`config.mk`:
```
export PLATFORM = sky130hd
export DESIGN_NAME = rr_shi_ctrl
export DESIGN_NICKNAME = d
export VERILOG_FILES = /design/src/rtl/rr_shi_ctrl.sv
export SDC_FILE = /design/constraint.sdc
export NUM_CORES = 1
export LEC_CHECK = 0
export CAP_MARGIN = 40
export CORE_UTILIZATION = 30
export CTS_BUF_LIST = sky130_fd_sc_hd__clkbuf_8
export DETAILED_ROUTE_END_ITERATION = 6
export PLACE_DENSITY = 0.62
export SETUP_SLACK_MARGIN = 0.02
export SYNTH_ARGS = -nofsm -noshare
export SYNTH_HDL_FRONTEND = slang
export SYNTH_SLANG_ARGS = --single-unit
```
`constraint.sdc`:
```
create_clock -name clk -period 2.13 [get_ports clk]
set_clock_uncertainty 0.2 [all_clocks]
set_input_delay 0.5325 -clock clk [delete_from_list [all_inputs] [get_ports clk]]
set_output_delay 0.5325 -clock clk [all_outputs]
set_load 0.005 [all_outputs]
```
`src/rtl/rr_shi_ctrl.sv`:
```
// Load/shift sequencer for the 256-bit right-shift register of the modular divider.
// Define RR_SHI_CTRL_STRIP_EN to enable the strip-trailing-zeros command (op 01).
module rr_shi_ctrl #(
  parameter int WORDS = 16,
  parameter int CNT_W = 8
) (
  input  logic             clk,
  input  logic             rst_n,
  input  logic             in_valid,
  output logic             in_ready,
  input  logic [15:0]      in_data,
  input  logic             cmd_valid,
  output logic             cmd_ready,
  input  logic [1:0]       cmd_op,
  input  logic [CNT_W-1:0] cmd_amt,
  input  logic             reg_lsb,
  input  logic             reg_zero,
  output logic             reg_we,
  output logic             reg_sel_rs,
  output logic [15:0]      reg_din,
  output logic             busy,
  output logic             done,
  output logic [CNT_W-1:0] shift_cnt,
  output logic             cmd_err
);

  localparam int WC_W = (WORDS > 1) ? $clog2(WORDS) : 1;
  localparam logic [WC_W-1:0]  LAST_WORD = WC_W'(WORDS - 1);
  localparam logic [CNT_W-1:0] CNT_MAX   = '1;
  localparam logic [CNT_W-1:0] CNT_ONE   = CNT_W'(1);

  typedef enum logic [2:0] {S_IDLE, S_LOAD, S_HOLD, S_SHIFT, S_STRIP} state_t;

  state_t           state_q, state_d;
  logic [WC_W-1:0]  word_cnt_q, word_cnt_d;
  logic [CNT_W-1:0] remain_q, remain_d;
  logic [CNT_W-1:0] shift_cnt_q, shift_cnt_d;
  logic             cmd_err_q, cmd_err_d;
  logic             done_q, done_d;
  logic             load_fire, cmd_fire, strip_step;

  assign in_ready  = (state_q == S_IDLE) || (state_q == S_LOAD);
  assign cmd_ready = (state_q == S_HOLD);
  assign busy      = (state_q == S_LOAD) || (state_q == S_SHIFT) || (state_q == S_STRIP);
  assign load_fire = in_valid & in_ready;
  assign cmd_fire  = cmd_valid & cmd_ready;
  assign done      = done_q;
  assign shift_cnt = shift_cnt_q;
  assign cmd_err   = cmd_err_q;

`ifdef RR_SHI_CTRL_STRIP_EN
  // A strip keeps shifting while the LSB is zero, capped at the counter maximum.
  assign strip_step = (state_q == S_STRIP) && !reg_lsb && (shift_cnt_q != CNT_MAX);
`else
  logic unused_strip_inputs;
  assign strip_step          = 1'b0;
  assign unused_strip_inputs = reg_lsb ^ reg_zero;
`endif

  always_ff @(posedge clk or negedge rst_n) begin
    if (!rst_n) begin
      state_q     <= S_IDLE;
      word_cnt_q  <= '0;
      remain_q    <= '0;
      shift_cnt_q <= '0;
      cmd_err_q   <= 1'b0;
      done_q      <= 1'b0;
    end else begin
      state_q     <= state_d;
      word_cnt_q  <= word_cnt_d;
      remain_q    <= remain_d;
      shift_cnt_q <= shift_cnt_d;
      cmd_err_q   <= cmd_err_d;
      done_q      <= done_d;
    end
  end

  always_comb begin
    state_d     = state_q;
    word_cnt_d  = word_cnt_q;
    remain_d    = remain_q;
    shift_cnt_d = shift_cnt_q;
    cmd_err_d   = cmd_err_q;
    done_d      = 1'b0;
    case (state_q)
      S_IDLE, S_LOAD: begin
        if (load_fire) begin
          if (word_cnt_q == LAST_WORD) begin
            word_cnt_d = '0;
            state_d    = S_HOLD;
          end else begin
            word_cnt_d = word_cnt_q + 1'b1;
            state_d    = S_LOAD;
          end
        end
      end
      S_HOLD: begin
        if (cmd_fire) begin
          shift_cnt_d = '0;
          cmd_err_d   = 1'b0;
          case (cmd_op)
            2'b00: begin
              if (cmd_amt == '0) begin
                done_d = 1'b1;
              end else begin
                remain_d = cmd_amt;
                state_d  = S_SHIFT;
              end
            end
`ifdef RR_SHI_CTRL_STRIP_EN
            2'b01: begin
              if (reg_zero) begin
                cmd_err_d = 1'b1;
                done_d    = 1'b1;
              end else begin
                state_d = S_STRIP;
              end
            end
`endif
            2'b10: begin
              word_cnt_d = '0;
              state_d    = S_IDLE;
              done_d     = 1'b1;
            end
            default: begin
              cmd_err_d = 1'b1;
              done_d    = 1'b1;
            end
          endcase
        end
      end
      S_SHIFT: begin
        remain_d    = remain_q - 1'b1;
        shift_cnt_d = shift_cnt_q + 1'b1;
        if (remain_q == CNT_ONE) begin
          state_d = S_HOLD;
          done_d  = 1'b1;
        end
      end
      S_STRIP: begin
        if (strip_step) begin
          shift_cnt_d = shift_cnt_q + 1'b1;
        end else begin
          state_d = S_HOLD;
          done_d  = 1'b1;
        end
      end
      default: state_d = S_IDLE;
    endcase
  end

  always_comb begin
    reg_we     = 1'b0;
    reg_sel_rs = 1'b0;
    reg_din    = '0;
    if (load_fire) begin
      reg_we  = 1'b1;
      reg_din = in_data;
    end else if ((state_q == S_SHIFT) || strip_step) begin
      reg_we     = 1'b1;
      reg_sel_rs = 1'b1;
    end
  end

endmodule

```
Yosys cells after proc, flatten, opt, wreduce, memory -nomap -nowiden
Index checks and enable logic that the tools add are counted.
{"block": "op_classes", "n_reduce_logical": 15, "n_eq_ne": 15, "n_addsub": 3, "muxes": 28, "bitwise": 2}
{"cell": "8-bit two-way mux", "n": 4}
{"cell": "8-bit case mux with 2 select lines", "n": 2}
{"cell": "16-bit two-way mux", "n": 1}
{"cell": "4-bit two-way mux", "n": 4}
{"cell": "3-bit two-way mux", "n": 4}
{"cell": "3-bit case mux with 4 select lines", "n": 1}
{"cell": "8-bit by 1-bit adder with 8-bit output, second input constant", "n": 1}
{"cell": "8-bit by 1-bit equality test with 1-bit output, second input constant", "n": 1}
{"cell": "8-bit zero test", "n": 1}
{"cell": "1-bit two-way mux", "n": 8}
{"cell": "4-bit case mux with 2 select lines", "n": 1}
{"cell": "4-bit AND reduction", "n": 2}
{"cell": "8-bit by 1-bit subtractor with 8-bit output, second input constant", "n": 1}
{"cell": "3-bit by 2-bit equality test with 1-bit output, second input constant", "n": 2}
{"cell": "2-bit by 1-bit inequality test with 1-bit output, second input constant", "n": 3}
{"cell": "2-bit inequality test, second input constant", "n": 3}
{"cell": "3-bit case mux with 2 select lines", "n": 1}
{"cell": "5-bit AND reduction", "n": 1}
{"cell": "4-bit by 1-bit adder with 4-bit output, second input constant", "n": 1}
{"cell": "4-bit equality test, second input constant", "n": 1}
{"cell": "2-bit AND reduction", "n": 2}
{"cell": "2-bit nonzero test", "n": 2}
{"cell": "2-bit OR reduction", "n": 2}
{"cell": "3-bit by 1-bit equality test with 1-bit output, second input constant", "n": 1}
{"cell": "10 further kinds", "n": 13}
{"block": "totals", "elab_cells": 69, "ff_bits": 25, "inputBits": 32, "output_inout_bits": 31}

Depth between registers and ports, before layout
{"block": "depth", "word_depth": 5, "depth_mapped": 6, "ltp_nobuf": 6}

Worst setup path before layout
Ideal clock, no wire load.
{"block": "synth_path", "path_kind": "in2out", "from": "input port in_valid", "to": "output port reg_din[10]", "cell_stages": 4, "required_time_ns": 1.397, "arrival_time_ns": 1.264, "path_slack_ns": 0.133, "cell_sequence": "nor2b_1 > clkbuf_1 > clkbuf_1 > and2_1"}
{"block": "synth_via", "elab_chain_cells": 2}
{"item": "start: declaration", "line": "9", "rtl": "input logic in_valid,"}
{"item": "1-bit bitwise AND", "line": "45", "rtl": "assign load_fire = in_valid & in_ready;"}
{"item": "16-bit two-way mux", "line": "156", "rtl": "if (load_fire) begin"}
{"item": "end: declaration", "line": "20", "rtl": "output logic [15:0] reg_din,"}
Every way passes these cells.

Worst setup path in the final report
{"block": "layout_path", "from": "register state_q[1]", "to": "output port reg_din[3]"}
{"block": "layout_via", "elab_chain_cells": 4, "word_cells_on_any_way": 5, "cone_classes": "eq/ne: 1; mux: 1; bitwise: 1; reduce/logical: 2"}
{"item": "start: declaration", "line": "34", "rtl": "state_t state_q, state_d;"}
{"item": "start signal: assignment", "line": "69", "rtl": "state_q <= state_d;"}
{"item": "3-bit by 1-bit equality test with 1-bit output or 3-bit zero test (tied branches)", "line": "42", "rtl": "assign in_ready = (state_q == S_IDLE) || (state_q == S_LOAD);"}
{"item": "1-bit logical OR *", "line": "42"}
{"item": "1-bit bitwise AND *", "line": "45"}
{"item": "16-bit two-way mux *", "line": "156"}
Mark *: on every way between the ends. The rest lies on a longest branch, timed or not.

==> summary.txt <==
Cells and area
  – Layout area overhead: 68.0%
  – Non-Filler Instances: between 300 and 400
  – Fin nets: 295
  – Finished Cell Area: 2490 sq um
  – Share of post-route cells with drive strength above 1: approximately a third
  – Antenna cells: 0

CTS
  – Clk slew on worst S/H paths: ~0.090 ns
  – Clock sink total: 24
  – Num CTS Buffers: 3
  – Clock Latency Late Sink: ~0.27 ns
  – H-tree depth: 1
  – CTS tree: done
  – Root Buffer Master: clkbuf_8
  – Bufs on Longest Clock Path: 2

Power
  – PD cells: 1040 nW/um^2
  – Maximum vdd drop: around 0.00048 V
  – Leak Pwr: 1.13 nW

Worst setup path
  – Critical path class: flop to output pin
  – Setup crit end kind: output pin
  – CP Buf/Inv Count: 3
  – WP data arrival: ~1.4 ns
  – Critical path fanouts, max: 6
  – CP peak stage delay: 0.47 ns
  – Critical Path RT: 1.40 ns
  – Most used cell, CP: buf_6
  – Crit-path cells: nor2b_4, buf_6, buf_6, and2_4, buf_6
  – CP Launch Type: flop
  – R2R Path Start: remain_q[0]
  – Top delay family on crit path: flip-flops
  – CP startpoint: state_q[1]
  – Slowest CP cell: dfrtp_2

Synth
  – Unique cell type count in the Yosys netlist: 46
  – Area contributors post-synth: dfrtp_1 40%, and2_1 6.7%, nand3_1 3.7%, a21oi_1 3.4%, ha_1 3.4%
  – Post-synth top cells: 24 x dfrtp_1, 16 x and2_1, 13 x nand2_1
  – Sequential fraction of the synthesis area: between 40% and 50%
  – Syn_area_per_cell: 9.05 sq um
  – Cells after Synth: 164
  – FFs w/ async S/R, synth: between 90% and 100%
  – Most frequent cell after synthesis: dfrtp_1
  – Synthesized Nets: 200
  – Yosys warning total: 0
  – Post-synth top flop: dfrtp_1
  – Post-synth EDFFs: 0
  – Synth top area share: about two fifths
  – FF+latch count, synth: 24
  – Mapped cell area: 1480 sq um
  – Largest area contributor in the netlist: dfrtp_1

Global route
  – Vias in the first global route: 1506
  – Pin count of the biggest net entering global routing: 25
  – Antenna violations before repair: 0
  – First-pass GRT wire length: a little under 7000 um
  – Total global routing overflow: 0
  – Tot GR Track Use: 16.6%

Detailed routing
  – Drt drc: 0
  – First-pass iteration count of the detailed router: 4
  – Post-DRT Antenna Nets: 0
  – Initial DRC Count: 48
  – Vias: 1550
  – Via density: 4.77
  – DR WL/cell: approximately 13 um
  – Final wirelength: between 4000 and 5000 um

Floorplan
  – Starting Density: 31.2%
  – Die H: just over 70 um
  – Die X: 72.3 um
  – I/O pin count: 63
  – CORE AREA: 4750 sq um
  – FP Rows: 25
  – Die Footprint: 5230 sq um

Place
  – Placed inst area: about 2400 sq um
  – Cells after DPL: 314
  – DP HPWL: 3120 um
  – Port bufs: 60
  – GPL Wtd Cong: 0.805

Timing
  – Setup violators final: 0
  – Relative slew slack: approximately 72%
  – Post-layout min period: 2.09 ns
  – Final worst-path cycle share: 98.3%
  – Count of final hold-check violations: 0
  – Fmax achieved: about 480 MHz
  – RSZ-0062 raised after global routing: yes
  – Worst-Margin Slew: 0.416 ns
  – WHS: 0.282 ns
  – Slew Viols, Final: 0

Worst hold path
  – Hold Path Class: flop to flop
  – Hold Crit Start: shift_cnt[7]

Job
  – Max-Cap Viols: 0

Outcome
  – Status: finished clean
-- cell type report --
type,instances,area [sq um]
fillers,480,2260
multi-input cells,127,866
repair buffers,96,860
flip-flops and latches,24,602
well taps,67,83.8
clock buffers,4,55.1
inverters,7,26.3
-- layout by cell type, fill, tap and decap left out, drive strengths merged, types with 2 or more instances in the layout --
master,n
clkbuf,6
nor4,4
o22ai,3
mux2,2
clkdlybuf4s50,39
nand3,11
a31o,2
dlygate4sd2,2
nor2b,4
nand2,15
dfrtp,24
nand4,2
and2,16
inv,7
nor2,6
buf,52
or2,2
a31oi,6
mux2i,4
a21o,3
a21oi,10
o21ai,14
ha,4
and3,3
-- worst paths after layout --
check                                 to  slack (ns)  depth (start not counted)
max reg2reg                  remain_q[6]        0.10                          5
min                         shift_cnt[7]        0.28                          1
max                           reg_din[3]        0.04                          5
min reg2reg                 shift_cnt[7]        0.28                          1
max in group asynchronous     state_q[1]        1.05                          2
min in group asynchronous  word_cnt_q[1]        0.41                          2
-- routing by layer --
| layer | wire length, um | global-route usage, % | part of all wire (%) | vias to the layer above |
|---|---|---|---|---|
| li1 | - | - | - | 791 |
| met1 | 2100 | 22.7 | 48 | 732 |
| met2 | 2140 | 27.8 | 49 | 25 |
| met3 | 104 | 2.92 | 2.4 | 2 |
| met4 | 21 | 2.61 | 0.48 | 0 |
| met5 | 0 | 0 | 0 | - |
-- sequential cells by signal, indices dropped and copies added, names as in the netlist --
name,flops
remain_q,8
shift_cnt,8
word_cnt_q,4
state_q,2
cmd_err,1
done,1
-- cell families after synthesis --
group           count (synthesis)  share of synthesized area [%]
flops                          24                           40.5
compound gates                 48                           20.6
buf+inv                        13                           4.05
simple gates                   69                           27.3
mux                             6                           4.22
fa+ha+maj                       4                           3.37
-- per-stage QoR --
stage	worst slack (ns)	utilization [%]	TNS (ns)	power, mW
after global routing	-0.0166	52.4	-0.0841	2.81
after detailed placement	-0.575	49.5	-10.90	2.18
after CTS	0.0302	50.8	0	2.54
after global placement	-0.581	49.5	-10.78	2.16
after floorplan	0.133	-	0	1.49
final	0.0353	52.4	0	2.59
-- timing repair --
action,CTS,global route
setup buffers,5,0
pin swaps,0,10
hold buffers,0,0
endpoints found under the setup margin,19,20
gates resized for setup,80,26
gates cloned,3,0
-- worst register-to-register path, stage by stage, from the launching register on --
cell     delay, ns
dfrtp_1       0.39
inv_1         0.10
ha_2          0.19
or3b_4        0.39
or4_4         0.44
a31o_1        0.22
-- power breakdown --
group,switching (mW),internal [mW],total (mW)
clock,0.148,0.165,0.313
sequential,0.204,0.652,0.856
combinational,0.624,0.800,1.42
total,0.976,1.62,2.59
No activity file was read; power rests on OpenSTA's default activity.
